### config.mk
export PLATFORM = sky130hd
export DESIGN_NAME = branch_update_queue
export DESIGN_NICKNAME = d
export VERILOG_FILES = /design/src/rtl/branch_update_queue.sv
export SDC_FILE = /design/constraint.sdc
export NUM_CORES = 1
export LEC_CHECK = 0
export CORE_MARGIN = 3
export CORE_UTILIZATION = 30
export DETAILED_ROUTE_END_ITERATION = 10
export GPL_TIMING_DRIVEN = 0
export PLACE_DENSITY = 0.51
export SYNTH_ARGS = -nofsm -noshare
export SYNTH_HDL_FRONTEND = slang
export SYNTH_SLANG_ARGS = --single-unit
### constraint.sdc
create_clock -name clk -period 5.4 [get_ports clk]
set_input_delay 0.81 -clock clk [delete_from_list [all_inputs] [get_ports clk]]
set_output_delay 0.81 -clock clk [all_outputs]
set_load 0.1 [all_outputs]
### src/rtl/branch_update_queue.sv
// branch_update_queue: in-order predicted-branch tracker that trains the BHT on retirement (optional BUQ_STATS_EN counters).
module branch_update_queue #(
  parameter int DEPTH_LOG = 4,
  parameter int PC_W = 32
) (
  input  logic                 clk,
  input  logic                 rst,
  input  logic                 rdy,
  input  logic                 flush,
  input  logic                 alloc_valid,
  input  logic [PC_W-1:0]      alloc_pc,
  input  logic                 alloc_pred,
  output logic [DEPTH_LOG-1:0] alloc_tag,
  output logic                 full,
  input  logic                 resolve_valid,
  input  logic [DEPTH_LOG-1:0] resolve_tag,
  input  logic                 resolve_taken,
  input  logic [PC_W-1:0]      resolve_target,
  output logic                 upd_right,
  output logic                 upd_wrong,
  output logic [PC_W-1:0]      upd_index,
  output logic                 mispredict,
  output logic [PC_W-1:0]      redirect_pc,
  output logic [31:0]          stat_branches,
  output logic [31:0]          stat_mispred
);
  localparam int DEPTH = 1 << DEPTH_LOG;
  logic [DEPTH-1:0] valid_q, valid_d, res_q, res_d, pred_q, pred_d, taken_q, taken_d;
  logic [PC_W-1:0] pc_q [DEPTH];
  logic [PC_W-1:0] pc_d [DEPTH];
  logic [PC_W-1:0] tgt_q [DEPTH];
  logic [PC_W-1:0] tgt_d [DEPTH];
  logic [DEPTH_LOG-1:0] head_q, head_d, tail_q, tail_d;
  logic [DEPTH_LOG:0] count_q, count_d;
  logic upd_right_q, upd_right_d, upd_wrong_q, upd_wrong_d;
  logic [PC_W-1:0] upd_index_q, upd_index_d, redirect_q, redirect_d;
  logic head_done, ret_ok, ret_bad, do_res, do_alloc;
  assign full = count_q[DEPTH_LOG];
  assign alloc_tag = tail_q;
  assign upd_right = upd_right_q;
  assign upd_wrong = upd_wrong_q;
  assign mispredict = upd_wrong_q;
  assign upd_index = upd_index_q;
  assign redirect_pc = redirect_q;
  // Retirement looks only at registered state, so a fresh resolve waits one edge.
  assign head_done = valid_q[head_q] & res_q[head_q];
  assign ret_bad = head_done & (taken_q[head_q] != pred_q[head_q]);
  assign ret_ok = head_done & ~ret_bad;
  assign do_res = resolve_valid & valid_q[resolve_tag] & ~res_q[resolve_tag];
  assign do_alloc = alloc_valid & ~full;
  always_comb begin
    valid_d = valid_q;
    res_d = res_q;
    pred_d = pred_q;
    taken_d = taken_q;
    pc_d = pc_q;
    tgt_d = tgt_q;
    head_d = head_q;
    tail_d = tail_q;
    count_d = count_q;
    upd_right_d = 1'b0;
    upd_wrong_d = 1'b0;
    upd_index_d = upd_index_q;
    redirect_d = redirect_q;
    if (rdy && (flush || ret_bad)) begin
      valid_d = '0;
      head_d = '0;
      tail_d = '0;
      count_d = '0;
      upd_wrong_d = !flush;
      upd_index_d = flush ? upd_index_q : pc_q[head_q];
      redirect_d = flush ? redirect_q : tgt_q[head_q];
    end else if (rdy) begin
      if (do_res) begin
        res_d[resolve_tag] = 1'b1;
        taken_d[resolve_tag] = resolve_taken;
        tgt_d[resolve_tag] = resolve_target;
      end
      if (ret_ok) begin
        upd_right_d = 1'b1;
        upd_index_d = pc_q[head_q];
        valid_d[head_q] = 1'b0;
        head_d = head_q + DEPTH_LOG'(1);
      end
      if (do_alloc) begin
        valid_d[tail_q] = 1'b1;
        res_d[tail_q] = 1'b0;
        pc_d[tail_q] = alloc_pc;
        pred_d[tail_q] = alloc_pred;
        tail_d = tail_q + DEPTH_LOG'(1);
      end
      count_d = count_q + (DEPTH_LOG+1)'(do_alloc) - (DEPTH_LOG+1)'(ret_ok);
    end
  end
  always_ff @(posedge clk) begin
    if (rst) begin
      valid_q <= '0;
      res_q <= '0;
      head_q <= '0;
      tail_q <= '0;
      count_q <= '0;
      upd_right_q <= 1'b0;
      upd_wrong_q <= 1'b0;
      upd_index_q <= '0;
      redirect_q <= '0;
    end else begin
      valid_q <= valid_d;
      res_q <= res_d;
      head_q <= head_d;
      tail_q <= tail_d;
      count_q <= count_d;
      upd_right_q <= upd_right_d;
      upd_wrong_q <= upd_wrong_d;
      upd_index_q <= upd_index_d;
      redirect_q <= redirect_d;
    end
  end
  always_ff @(posedge clk) begin
    pred_q <= pred_d;
    taken_q <= taken_d;
    pc_q <= pc_d;
    tgt_q <= tgt_d;
  end
`ifdef BUQ_STATS_EN
  logic [31:0] stat_branches_q, stat_branches_d, stat_mispred_q, stat_mispred_d;
  always_comb begin
    stat_branches_d = stat_branches_q + 32'(upd_right_d | upd_wrong_d);
    stat_mispred_d = stat_mispred_q + 32'(upd_wrong_d);
  end
  always_ff @(posedge clk) begin
    if (rst) begin
      stat_branches_q <= '0;
      stat_mispred_q <= '0;
    end else begin
      stat_branches_q <= stat_branches_d;
      stat_mispred_q <= stat_mispred_d;
    end
  end
  assign stat_branches = stat_branches_q;
  assign stat_mispred = stat_mispred_q;
`else
  assign stat_branches = '0;
  assign stat_mispred = '0;
`endif
endmodule

Word level (Yosys, flattened, before mapping)
Cells that the tools add are included.
{"block": "word_totals", "word_cells": 146, "output_inout_bits": 136, "register_bits": 1167, "in_bits": 76}
{"block": "op_classes", "magnitude_cmp": 11, "n_eq_ne": 2, "bitwise": 21, "muxes": 45, "n_reduce_logical": 20, "addsub": 4}
{"cell": "$bwmux W512", "count": 2}
{"cell": "$mux W32", "count": 10}
{"cell": "$bmux W32 S4", "count": 2}
{"cell": "$demux W32 S4", "count": 2}
{"cell": "$mux W16", "count": 8}
{"cell": "$and A16 B16 Y16", "count": 2}
{"cell": "$bwmux W16", "count": 2}
{"cell": "$not A16 Y16", "count": 2}
{"cell": "$or A16 B16 Y16", "count": 2}
{"cell": "$bmux W1 S4", "count": 6}
{"cell": "$ge A5 B5 Y1 const B", "count": 3}
{"cell": "$lt A4 B5 Y1 const B", "count": 3}
{"cell": "$not A4 Y5", "count": 3}
{"cell": "$demux W1 S4", "count": 3}
{"cell": "$ge A4 B1 Y1 const B", "count": 3}
{"cell": "$lt A5 B1 Y1 const B", "count": 2}
{"cell": "$mux W1", "count": 10}
{"cell": "$reduce_and A3 Y1", "count": 3}
{"cell": "$add A4 B1 Y4 const B", "count": 2}
{"cell": "$reduce_and A2 Y1", "count": 4}
{"cell": "$and A1 B1 Y1", "count": 6}
{"cell": "$logic_and A1 B1 Y1", "count": 6}
{"cell": "$not A1 Y1", "count": 6}
{"cell": "$add A5 B1 Y5", "count": 1}
{"cell": "8 further kinds", "count": 10}

Logic depth before layout (Yosys ltp)
Gate-level depths: netlist of the first run.
{"block": "depth", "ltp_word": 11, "mapped_depth": 21, "ltp_nobuf": 16}

Worst setup path after synthesis of the first run
No wires, ideal clock.
{"block": "synth_path", "path_kind": "reg-to-reg", "from": "reg head_q[0]", "to": "reg count_q[4]", "stages_incl_launch_ff": 22, "setup_ns": 0.086, "path_buffers": 5, "path_slack_ns": 1.207, "arrival_time_ns": 4.107, "period_less_slack_ns": 4.193, "t_required_ns": 5.314, "path_cell_list": "dfxtp_1 buf_6 buf_6 mux4_2 a22oi_1 nand2_1 xor2_1 buf_2 buf_2 buf_2 nor2_1 ha_1 inv_1 ha_1 inv_1 fa_1 nor2b_1 o21ai_0 and3_1 o21ai_0 xor2_1 a211oi_1"}
{"block": "synth_between", "elab_chain_len": 7, "word_cells_on_any_way": 17, "classes_between": "add/sub: 1; eq/ne: 1; mux: 8; bitwise: 4; reduce/logical: 3"}
{"item": "from (decl)", "line": "33", "rtl": "logic [DEPTH_LOG-1:0] head_q, head_d, tail_q, tail_d;"}
{"item": "from (signal assigned)", "line": "99", "rtl": "head_q <= '0;"}
{"item": "from (signal assigned)", "line": "109", "rtl": "head_q <= head_d;"}
{"item": "$bmux W1 S4, on equally long branches", "line": "46, 47"}
{"item": "$mux W1, on equally long branches", "line": "46, 47"}
{"item": "$and A1 B1 Y1 / $ne A1 B1 Y1 (equally long branches)", "line": "46, 47"}
{"item": "$and A1 B1 Y1", "line": "47", "rtl": "assign ret_bad = head_done & (taken_q[head_q] != pred_q[head_q]);"}
{"item": "$not A1 Y1", "line": "48", "rtl": "assign ret_ok = head_done & ~ret_bad;"}
{"item": "$and A1 B1 Y1 *", "line": "48"}
{"item": "named net ret_ok", "line": "37", "rtl": "logic head_done, ret_ok, ret_bad, do_res, do_alloc;"}
{"item": "$sub A5 B1 Y5 *", "line": "92", "rtl": "count_d = count_q + (DEPTH_LOG+1)'(do_alloc) - (DEPTH_LOG+1)'(ret_ok);"}
{"item": "to (signal assigned)", "line": "111", "rtl": "count_q <= count_d;"}
{"item": "to (decl)", "line": "34", "rtl": "logic [DEPTH_LOG:0] count_q, count_d;"}
The timed path passes the listed nets; every way through them passes the cells marked *. The select of a mux whose other input is x is not followed.
A chain may end at the register's enable or synchronous reset.

Worst setup path in the final report of the first run
{"block": "layout_path", "from": "reg head_q[1]", "to": "reg count_q[4]"}
Same word-level chain as after synthesis.

==> results of run 1 <==
## registers in the layout, indices dropped and copies added, names as in the netlist
name	cells
tgt_q	512
alloc_tag	4
pc_q	512
mispredict	1
taken_q	16
upd_right	1
count_q	5
upd_index	32
head_q	4
redirect_pc	32
valid_q	16
pred_q	16
res_q	16
## through the flow
step,power [mW],hold slack (ns),setup slack [ns],area (um^2),utilization
final,18.5,0.456,0.478,54600,0.363
after global routing,19.1,0.475,0.140,54600,0.363
after CTS,18.7,0.459,0.0774,54600,0.363
after detailed placement,10.6,0.451,0.113,50700,0.337
after global placement,10.6,0.443,-1.86,49800,0.331
after floorplan,10.4,0.452,1.21,45800,-
## power by group through the flow
stage / logic, mW / registers, mW / clock network, mW
final: 0.560 / 9.86 / 8.11
after global routing: 0.591 / 9.86 / 8.66
after CTS: 0.557 / 9.86 / 8.27
after detailed placement: 0.556 / 10.1 / 0
after global placement: 0.527 / 10.1 / 0
after floorplan: 0.324 / 10.1 / 0
## worst register-to-register path: stages, from the launching register on
cell and delay [ns]:
dfxtp_1 0.52, clkbuf_4 0.36, buf_2 0.47, mux4_2 0.46, a22oi_2 0.14, nand2_1 0.16
nand2_1 0.31, buf_2 0.30, nor2_1 0.12, ha_1 0.31, inv_1 0.06, ha_1 0.17
inv_1 0.06, fa_1 0.40, nor2b_1 0.15, o21ai_0 0.12, and3_1 0.20, o21ai_0 0.18
xor2_1 0.10, a211oi_1 0.24
## area by class of cell
type                       count  area, um^2
clock buffer                 153        3140
timing repair buffer         183        2290
antenna                       13        32.5
clock inverter                68         703
inverter                      60         225
sequential                  1167       33900
tap                         2016        2520
multi-input combinational    840       10600
fill                       13900       95700
buffer                       203        1100
## path summary, 6_finish.rpt
check / end / slack (ns) / depth (start not counted) / startpoint
worst max register to register: count_q[4] / 0.48 / 19 / head_q[1]
worst min-delay path: upd_index[18] / 0.46 / 2 / upd_index[18]
worst min register to register: upd_index[18] / 0.46 / 2 / upd_index[18]
worst max-delay path: count_q[4] / 0.48 / 19 / head_q[1]
## cells by family after synthesis
kind of cell | Yosys count
multiplexers | 348
buffers and inverters | 264
flip-flops | 1167
AO/OA/AOI/OAI | 197
other | 1
adder cells (fa/ha/maj) | 14
AND/OR/NAND/NOR | 210
XOR/XNOR | 7
## cells in the mapped netlist, types with 34 or more instances
cell      count  area (um^2)
inv_1        60          225
a221oi_1     34          298
nand2_1     104          390
buf_4        65          488
nand3_1      37          185
dfxtp_1     111         2220
a21oi_1      69          345
o21ai_0      37          185
mux4_2      345         7770
buf_2        37          185
clkbuf_1     74          278
edfxtp_1   1056        31700
## per-layer routing
metal	up-vias	wire length (um)	global-route usage
li1	9746	-	-
met1	12500	50600	0.206
met2	1000	62800	0.267
met3	255	10100	0.0420
met4	16	3810	0.0467
met5	-	115	0
## timing repair
action	in CTS	in global routing
endpoints found under the setup margin	0	1
hold endpoints to repair	0	0
resized for setup	0	4
==> results.yml, run 1 <==
clock_tree:
  cts_root_buf: "clkbuf_16"
  clk_pin_slew_worst_paths_ns: 0.06
  cts_tree: "built"
  htree_levels: 3
  cts_buffers: 116
  cts_buffer_depth: 3
  hold_buffers: 0
  postCtsSetupRepairBufs: 0
  clock_latency_ns: 0.72
  clock-sinks: 1167
floorplan:
  rows: 142
  fp.dieW_um: 396
  io-pin-count: 212
  initial_core_util: 0.303
  dieArea_um2: 157000
  coreArea_um2: 150000
  fp.dieH_um: 396
worst_setup_path:
  cp_top_family: "buffers and inverters"
  crit_type: "reg2reg"
  worstSetupStartpointType: "flip-flop"
  cp_slowest_cell: "dfxtp_1"
  cpPeakStageDelay_ns: 0.52
  cp-end-kind: "flip-flop"
  cp_max_fo: 10
  required_ns: 6.00
  critical_path.n_buffers_inverters: 5
  path_cells: "clkbuf_4 > buf_2 > mux4_2 > a22oi_2 > nand2_1 > nand2_1 > buf_2 > nor2_1 > ha_1 > inv_1 > ha_1 > inv_1 > fa_1 > nor2b_1 > o21ai_0 > and3_1 > o21ai_0 > xor2_1 > a211oi_1"
  arrival_ns: 5.52
route:
  routed_wl_mm: 127
  drtAntennaViolNets: 0
  vias: 23500
  via_per_inst: 5.00
  drc: 0
  wl_per_cell_um: 27.1
  dr.pass1.iters: 6
  drt_iter0_drc: 2291
timing:
  skew_ns: 0.0283
  final.min_clock_period_ns: 4.92
  slew_headroom: 0.0188
  rsz0062_at_grt: "false"
  post-route-period-util: 0.912
  fmax_mhz: 203
  fin_tns_setup_ns: 0
  hold_viol: 0
  maxSlewViolCount: 0
  setup_violations: 0
  tightest_slew_ns: 1.47
yosys:
  yosys_register_bits: 1167
  syn_area_um2: 45500
  synth_area_per_cell_um2: 20.6
  synthMuxAreaShare: 0.171
  yosysWarningCount: 0
  synthArstFlopShare: 0
  yosysUniqueCellTypes: 47
  synthXorXnorAreaFrac: 0.00151
  synth_edf_count: 1056
  syn_inst: 2208
  synthAdderAreaFrac: 0.00401
  synth-compound-area-share: 0.0285
  synth_top_family_by_area: "multiplexers"
  synth_ff_type: "edfxtp_1"
  synthSimpleGateAreaFrac: 0.0204
  yosysSeqAreaShare: 0.745
layout:
  final_nets: 2661
  final_cell_mix: "edfxtp_1, mux4_2, clkdlybuf4s50_1"
  drive_gt1_frac: 0.263
  finalNonFillerCells: 4703
  area_growth_syn_to_layout_pct: 19.9
  final_common_cell: "edfxtp_1"
placement:
  io_buffers: 145
  gp_congestion: 0.853
  hpwl_mm: 81.7
  dp_cells: 4470
grt:
  grt_pass1_wl_mm: 179
  grt_pass1_vias: 24200
  track_usage: 0.160
  grt_max_degree: 27
  grt_overflow: 0
  antenna_found_initial: 25
power_and_ir_drop:
  pwr-share-seq: 0.532
  power_leakage_nw: 16.6
  power_density_nw_per_um2: 339
  swShare: 0.209
  combinationalPowerShare: 0.030
  p_switching_mw: 3.87
  internal_power_mw: 14.7
  vdd_ir_drop_max_mv: 0.275
  power.share.clock: 0.438
run:
  drv_cap: 0
outcome:
  run_status: "finished clean"
hold_path:
  worstHoldPathType: "reg2reg"
No activity file was read; power rests on OpenSTA's default activity.
==> run 2: changes to the inputs <==
--- a/config.mk
+++ b/config.mk
@@ -7,9 +7,11 @@
 export LEC_CHECK = 0
 export CORE_MARGIN = 3
 export CORE_UTILIZATION = 30
+export CTS_CLUSTER_DIAMETER = 100
 export DETAILED_ROUTE_END_ITERATION = 10
 export GPL_TIMING_DRIVEN = 0
 export PLACE_DENSITY = 0.51
+export REMOVE_ABC_BUFFERS = 1
 export SYNTH_ARGS = -nofsm -noshare
 export SYNTH_HDL_FRONTEND = slang
 export SYNTH_SLANG_ARGS = --single-unit
==> run 2 against run 1 <==
  * Hold slack worse by 0.0029 ns
  * First-iteration DRC count down 14%
  * Core utilization decreased by 0.33 points
  * Worst setup slack improved by 0.033 ns
  * Design area down 0.92%
==> results.yml, run 2 (synthesized netlist as in run 1, its figures left out) <==
timing:
  final.min_clock_period_ns: 4.89
  tightest_slew_ns: 1.30
  skew_ns: 0.0256
  setup_violations: 0
  rsz0062_at_grt: "false"
  fin_tns_setup_ns: 0
  timing.hold.ws_ns: 0.453
  slew_headroom: 0.130
  maxSlewViolCount: 0
  post-route-period-util: 0.905
  fin_ws_ns: 0.511
  fmax_mhz: 205
  hold_viol: 0
route:
  dr.pass1.iters: 5
  vias: 22200
  routed_wl_mm: 115
  drc: 0
  drt_iter0_drc: 1966
  via_per_inst: 4.91
  wl_per_cell_um: 25.4
  drtAntennaViolNets: 0
power_and_ir_drop:
  power_leakage_nw: 16.2
  power_density_nw_per_um2: 345
  vdd_ir_drop_max_mv: 0.382
  total_power_mw: 18.6
worst_setup_path:
  path_cells: "buf_16 > buf_16 > mux4_2 > a22oi_1 > nand2_1 > xor2_4 > buf_12 > nor2_1 > ha_1 > inv_1 > ha_1 > inv_1 > fa_1 > nor2b_1 > o21ai_0 > and3_1 > o21ai_0 > xor2_1 > a211oi_1"
  required_ns: 5.97
  cp-end-kind: "flip-flop"
  worstSetupStartpointType: "flip-flop"
  critical_path.n_buffers_inverters: 5
  cp_max_fo: 48
  cp_top_family: "buffers and inverters"
  cpPeakStageDelay_ns: 0.84
  arrival_ns: 5.46
  cp_slowest_cell: "dfxtp_4"
  crit_type: "reg2reg"
placement:
  io_buffers: 147
  hpwl_mm: 67.2
  place_ws_ns: -0.377
  gp_congestion: 0.742
hold_path:
  worstHoldPathType: "reg2reg"
clock_tree:
  cts_root_buf: "clkbuf_16"
  clk_pin_slew_worst_paths_ns: 0.06
  htree_levels: 3
  cts_buffer_depth: 3
  cts_tree: "built"
  clock-sinks: 1167
  clock_latency_ns: 0.73
  cts_buffers: 117
layout:
  drive_gt1_frac: 0.254
  fillCellCount: 13800
  final_cell_mix: "edfxtp_1, mux4_2, clkdlybuf4s50_1"
  final_common_cell: "edfxtp_1"
  final_util: 0.360
  reg.largest.list: "pc_q: 512 flops, tgt_q: 512 flops"
  area_growth_syn_to_layout_pct: 18.8
  final_nets: 2479
grt:
  grt_util_met2: 0.245
  grt_pass1_wl_mm: 166
  grt_max_degree: 70
  grt_pass1_vias: 23200
  antenna_found_initial: 21
  use_met3: 0.0325
  busiest_layer: "met2"
  track_usage: 0.145
  grt_overflow: 0
  use_met1: 0.190
floorplan:
  io-pin-count: 212
  dieArea_um2: 157000
  initial_core_util: 0.303
  coreArea_um2: 150000
  rows: 142
  fp.dieW_um: 396
  fp.dieH_um: 396
outcome:
  run_status: "finished clean"
run:
  drv_cap: 0
-- run 2: metrics by stage --
stage                     instances  cell area, um^2
after floorplan                2067            44700
after global placement         4230            48700
after detailed placement       4284            50100
after CTS                      4506            54000
after global routing           4510            54100
final                          4516            54100
-- run 2: routing by layer --
layer  share of wire  vias up
met5         0.00064        -
li1                -     9359
met1            0.42    11900
met3           0.057      188
met4           0.024       12
met2            0.50      726
-- run 2: power by group --
group	switching (mW)	total (mW)	internal (mW)
sequential	0.00695	9.86	9.85
combinational	0.409	0.508	0.0990
clock	3.44	8.28	4.84
-- run 2: layout make-up --
class | count | area (um^2) | share of cell area
Antenna cell | 9 | 22.5 | 0.000416
Clock buffer | 163 | 3250 | 0.0601
Clock inverter | 58 | 701 | 0.0130
Inverter | 60 | 225 | 0.00416
Multi-Input combinational cell | 840 | 10700 | 0.198
Sequential cell | 1167 | 33900 | 0.628
Tap cell | 2016 | 2520 | 0.0466
Timing Repair Buffer | 203 | 2730 | 0.0504
-- run 2: final timing paths --
kind,from,endpoint,slack (ns),depth (start not counted)
setup / recovery,head_q[1],count_q[4],0.51,19
hold reg to reg,upd_index[14],upd_index[14],0.45,2
setup reg to reg,head_q[1],count_q[4],0.51,19
hold / removal,upd_index[14],upd_index[14],0.45,2
-- run 2: worst min-delay path, delay by kind of cell (launching register included) --
kind	cells	cell delay [ns]
AND/OR/NAND/NOR	1	0.05
AO/OA/AOI/OAI	1	0.05
flip-flops	1	0.31
-- run 2: repair_timing --
item / in CTS / in global routing
setup endpoints to repair: 529 / 1
buffers inserted: 1 / 1
hold buffers: 0 / 0
pin swaps: 1 / 0
gates resized for setup: 2 / 1
endpoints found under the hold margin: 0 / 0
==> run 3: changes to the inputs <==
--- a/config.mk
+++ b/config.mk
@@ -10,7 +10,7 @@
 export CTS_CLUSTER_DIAMETER = 100
 export DETAILED_ROUTE_END_ITERATION = 10
 export GPL_TIMING_DRIVEN = 0
-export PLACE_DENSITY = 0.51
+export PLACE_DENSITY_LB_ADDON = 0.2
 export REMOVE_ABC_BUFFERS = 1
 export SYNTH_ARGS = -nofsm -noshare
 export SYNTH_HDL_FRONTEND = slang
==> run 3 against run 2 <==
  * Clock skew up 0.0034 ns
  * Wire length rose by 1.4%
  * Global-route usage is 0.18 points higher
  * Sequential power is essentially flat
  * Sequential share of layout area about the same
  * Non-clock buffer count grew 8
  * Fmax decreased by 1.0%
  * Power shrank 1.7%
  * Register-to-register slack worse by 0.05 ns
  * Clock power is 3.7% lower
  * Die area unchanged
  * Worst setup slack worse by 0.051 ns
  * Critical path type unchanged
  * Largest cell class unchanged
==> results.yml, run 3 (synthesized netlist as in run 1, its figures left out) <==
power_and_ir_drop:
  power_density_nw_per_um2: 339
  pwr-share-seq: 0.538
  power.share.clock: 0.435
  power_leakage_nw: 16.2
  internal_power_mw: 14.5
  total_power_mw: 18.3
  vdd_ir_drop_max_mv: 0.265
  combinationalPowerShare: 0.028
  swShare: 0.210
  p_switching_mw: 3.84
worst_setup_path:
  critPathLaunch: "head_q[1]"
  crit_top_cell: "buf_16"
  rrSetupSlack_ns: 0.46
  cp.depth: 20
  cp-end-kind: "flip-flop"
  reg2reg_depth: 20
  cp_top_family: "buffers and inverters"
  path_cells: "buf_16 > buf_16 > buf_16 > mux4_2 > a22oi_1 > nand2_1 > xor2_4 > buf_12 > nor2_1 > ha_1 > inv_1 > ha_1 > inv_1 > fa_1 > nor2b_1 > o21ai_0 > and3_1 > o21ai_0 > xor2_1 > a211oi_1"
  timing.rr.end: "count_q[4]"
  crit-reg2reg-launch: "head_q[1]"
  worstSetupStartpointType: "flip-flop"
  cp_max_fo: 50
  crit_type: "reg2reg"
  arrival_ns: 5.57
  crit_path_end: "count_q[4]"
  cp_slowest_cell: "dfxtp_4"
  cpPeakStageDelay_ns: 0.56
  critical_path.n_buffers_inverters: 6
  required_ns: 6.03
route:
  vias: 22100
  drt_iter0_drc: 1729
  dr.pass1.iters: 5
  drtAntennaViolNets: 0
  routed_wl_mm: 116
  wl_per_cell_um: 25.8
  drc: 0
  via_per_inst: 4.89
floorplan:
  coreArea_um2: 150000
  io-pin-count: 212
  fp.dieH_um: 396
  fp.dieW_um: 396
  dieArea_um2: 157000
  initial_core_util: 0.303
  rows: 142
placement:
  post_dp_cell_area_um2: 50300
  dp_cells: 4291
  gp_congestion: 0.755
  io_buffers: 147
  hpwl_mm: 67.1
layout:
  final_nets: 2487
  fillCellCount: 13900
  final_cell_mix: "edfxtp_1, mux4_2, clkdlybuf4s50_1"
  design_area_um2: 54100
  reg.largest.list: "pc_q: 512 flops, tgt_q: 512 flops"
  final_util: 0.360
  area_growth_syn_to_layout_pct: 18.9
  final_common_cell: "edfxtp_1"
  drive_gt1_frac: 0.257
  finalNonFillerCells: 4520
timing:
  slew_headroom: 0.145
  maxSlewViolCount: 0
  final.min_clock_period_ns: 4.94
  tightest_slew_ns: 1.28
  hold_viol: 0
  setup_violations: 0
  fmax_mhz: 202
  timing.hold.ws_ns: 0.455
  skew_ns: 0.0290
  rsz0062_at_grt: "false"
  post-route-period-util: 0.915
grt:
  grt_overflow: 0
  grt_max_degree: 78
  grt_pass1_vias: 23200
  track_usage: 0.147
  antenna_found_initial: 15
  grt_pass1_wl_mm: 168
clock_tree:
  cts_root_buf: "clkbuf_16"
  hold_buffers: 0
  htree_levels: 3
  clock_latency_ns: 0.72
  cts_tree: "built"
  clock-sinks: 1167
  cts_buffer_depth: 3
  cts_buffers: 117
  clk_pin_slew_worst_paths_ns: 0.06
outcome:
  run_status: "finished clean"
run:
  drv_cap: 0
hold_path:
  worstHoldPathType: "reg2reg"
## run 3: changes by cell type in the layout (fill, tap and decap cells not counted), moves of 2 or more
| cell | delta |
|---|---|
| clkinv_2 | +8 |
| clkinv_8 | -2 |
| clkbuf_8 | -8 |
| clkbuf_1 | -9 |
| buf_16 | +8 |
| bufinv_16 | -5 |
| diode_2 | -3 |
| inv_16 | -2 |
| clkbuf_16 | +3 |
| clkinv_1 | +6 |
| clkinvlp_4 | +8 |
## run 3: worst min path at each step
stage          cells past startpoint     startpoint            end  slack (ns)
3_5_place_dp                       2  upd_index[28]  upd_index[28]        0.45
4_1_cts                            2            rst   upd_index[9]        0.43
5_1_grt                            2   upd_index[6]   upd_index[6]        0.48
2_1_floorplan                      2      res_q[10]      res_q[10]        0.44
6_report                           2  upd_index[28]  upd_index[28]        0.45
3_3_place_gp                       2  upd_index[10]  upd_index[10]        0.44
## run 3: layout make-up
cell class,count,area [um^2],area share
antenna,6,15.0,0.000277
clock buffer,149,3180,0.0588
clock inverter,71,598,0.0110
inverter,60,225,0.00416
multi-input combinational,840,10700,0.198
sequential,1167,33900,0.627
tap,2016,2520,0.0466
timing repair buffer,211,2940,0.0543
## run 3: per-stage QoR
stage	worst slack (ns)	TNS [ns]
6_report	0.460	0
5_1_grt	0.108	0
4_1_cts	0.268	0
3_5_place_dp	-0.440	-150.51
3_3_place_gp	-22.06	-
2_1_floorplan	-10.92	-
## run 3: worst min-delay path: stages, from the launching register on
cell     delay [ns]
dfxtp_1        0.31
nand2_1        0.05
a21oi_1        0.05
## run 3: timing repair
item                                    4_1_cts  5_1_grt
setup buffers                                 2        1
resized for setup                             2        0
endpoints found under the setup margin      529        1
gates cloned                                  0        0
pin swaps                                     1        0
## run 3: layer usage
layer / GRT usage / wire length, um / up-vias
li1: - / - / 9391
met1: 0.197 / 49500 / 11900
met2: 0.249 / 58600 / 637
met3: 0.0298 / 6100 / 184
met4: 0.0306 / 2200 / 12
met5: 0 / 78 / -
## run 3: power groups by stage
stage	logic [mW]	clock network (mW)	registers, mW
global route	0.542	8.56	9.85
CTS	0.511	8.21	9.86
detailed placement	0.510	0	10.1
finish	0.508	7.97	9.86
floorplan	0.264	0	10.1
global placement	0.476	0	10.1
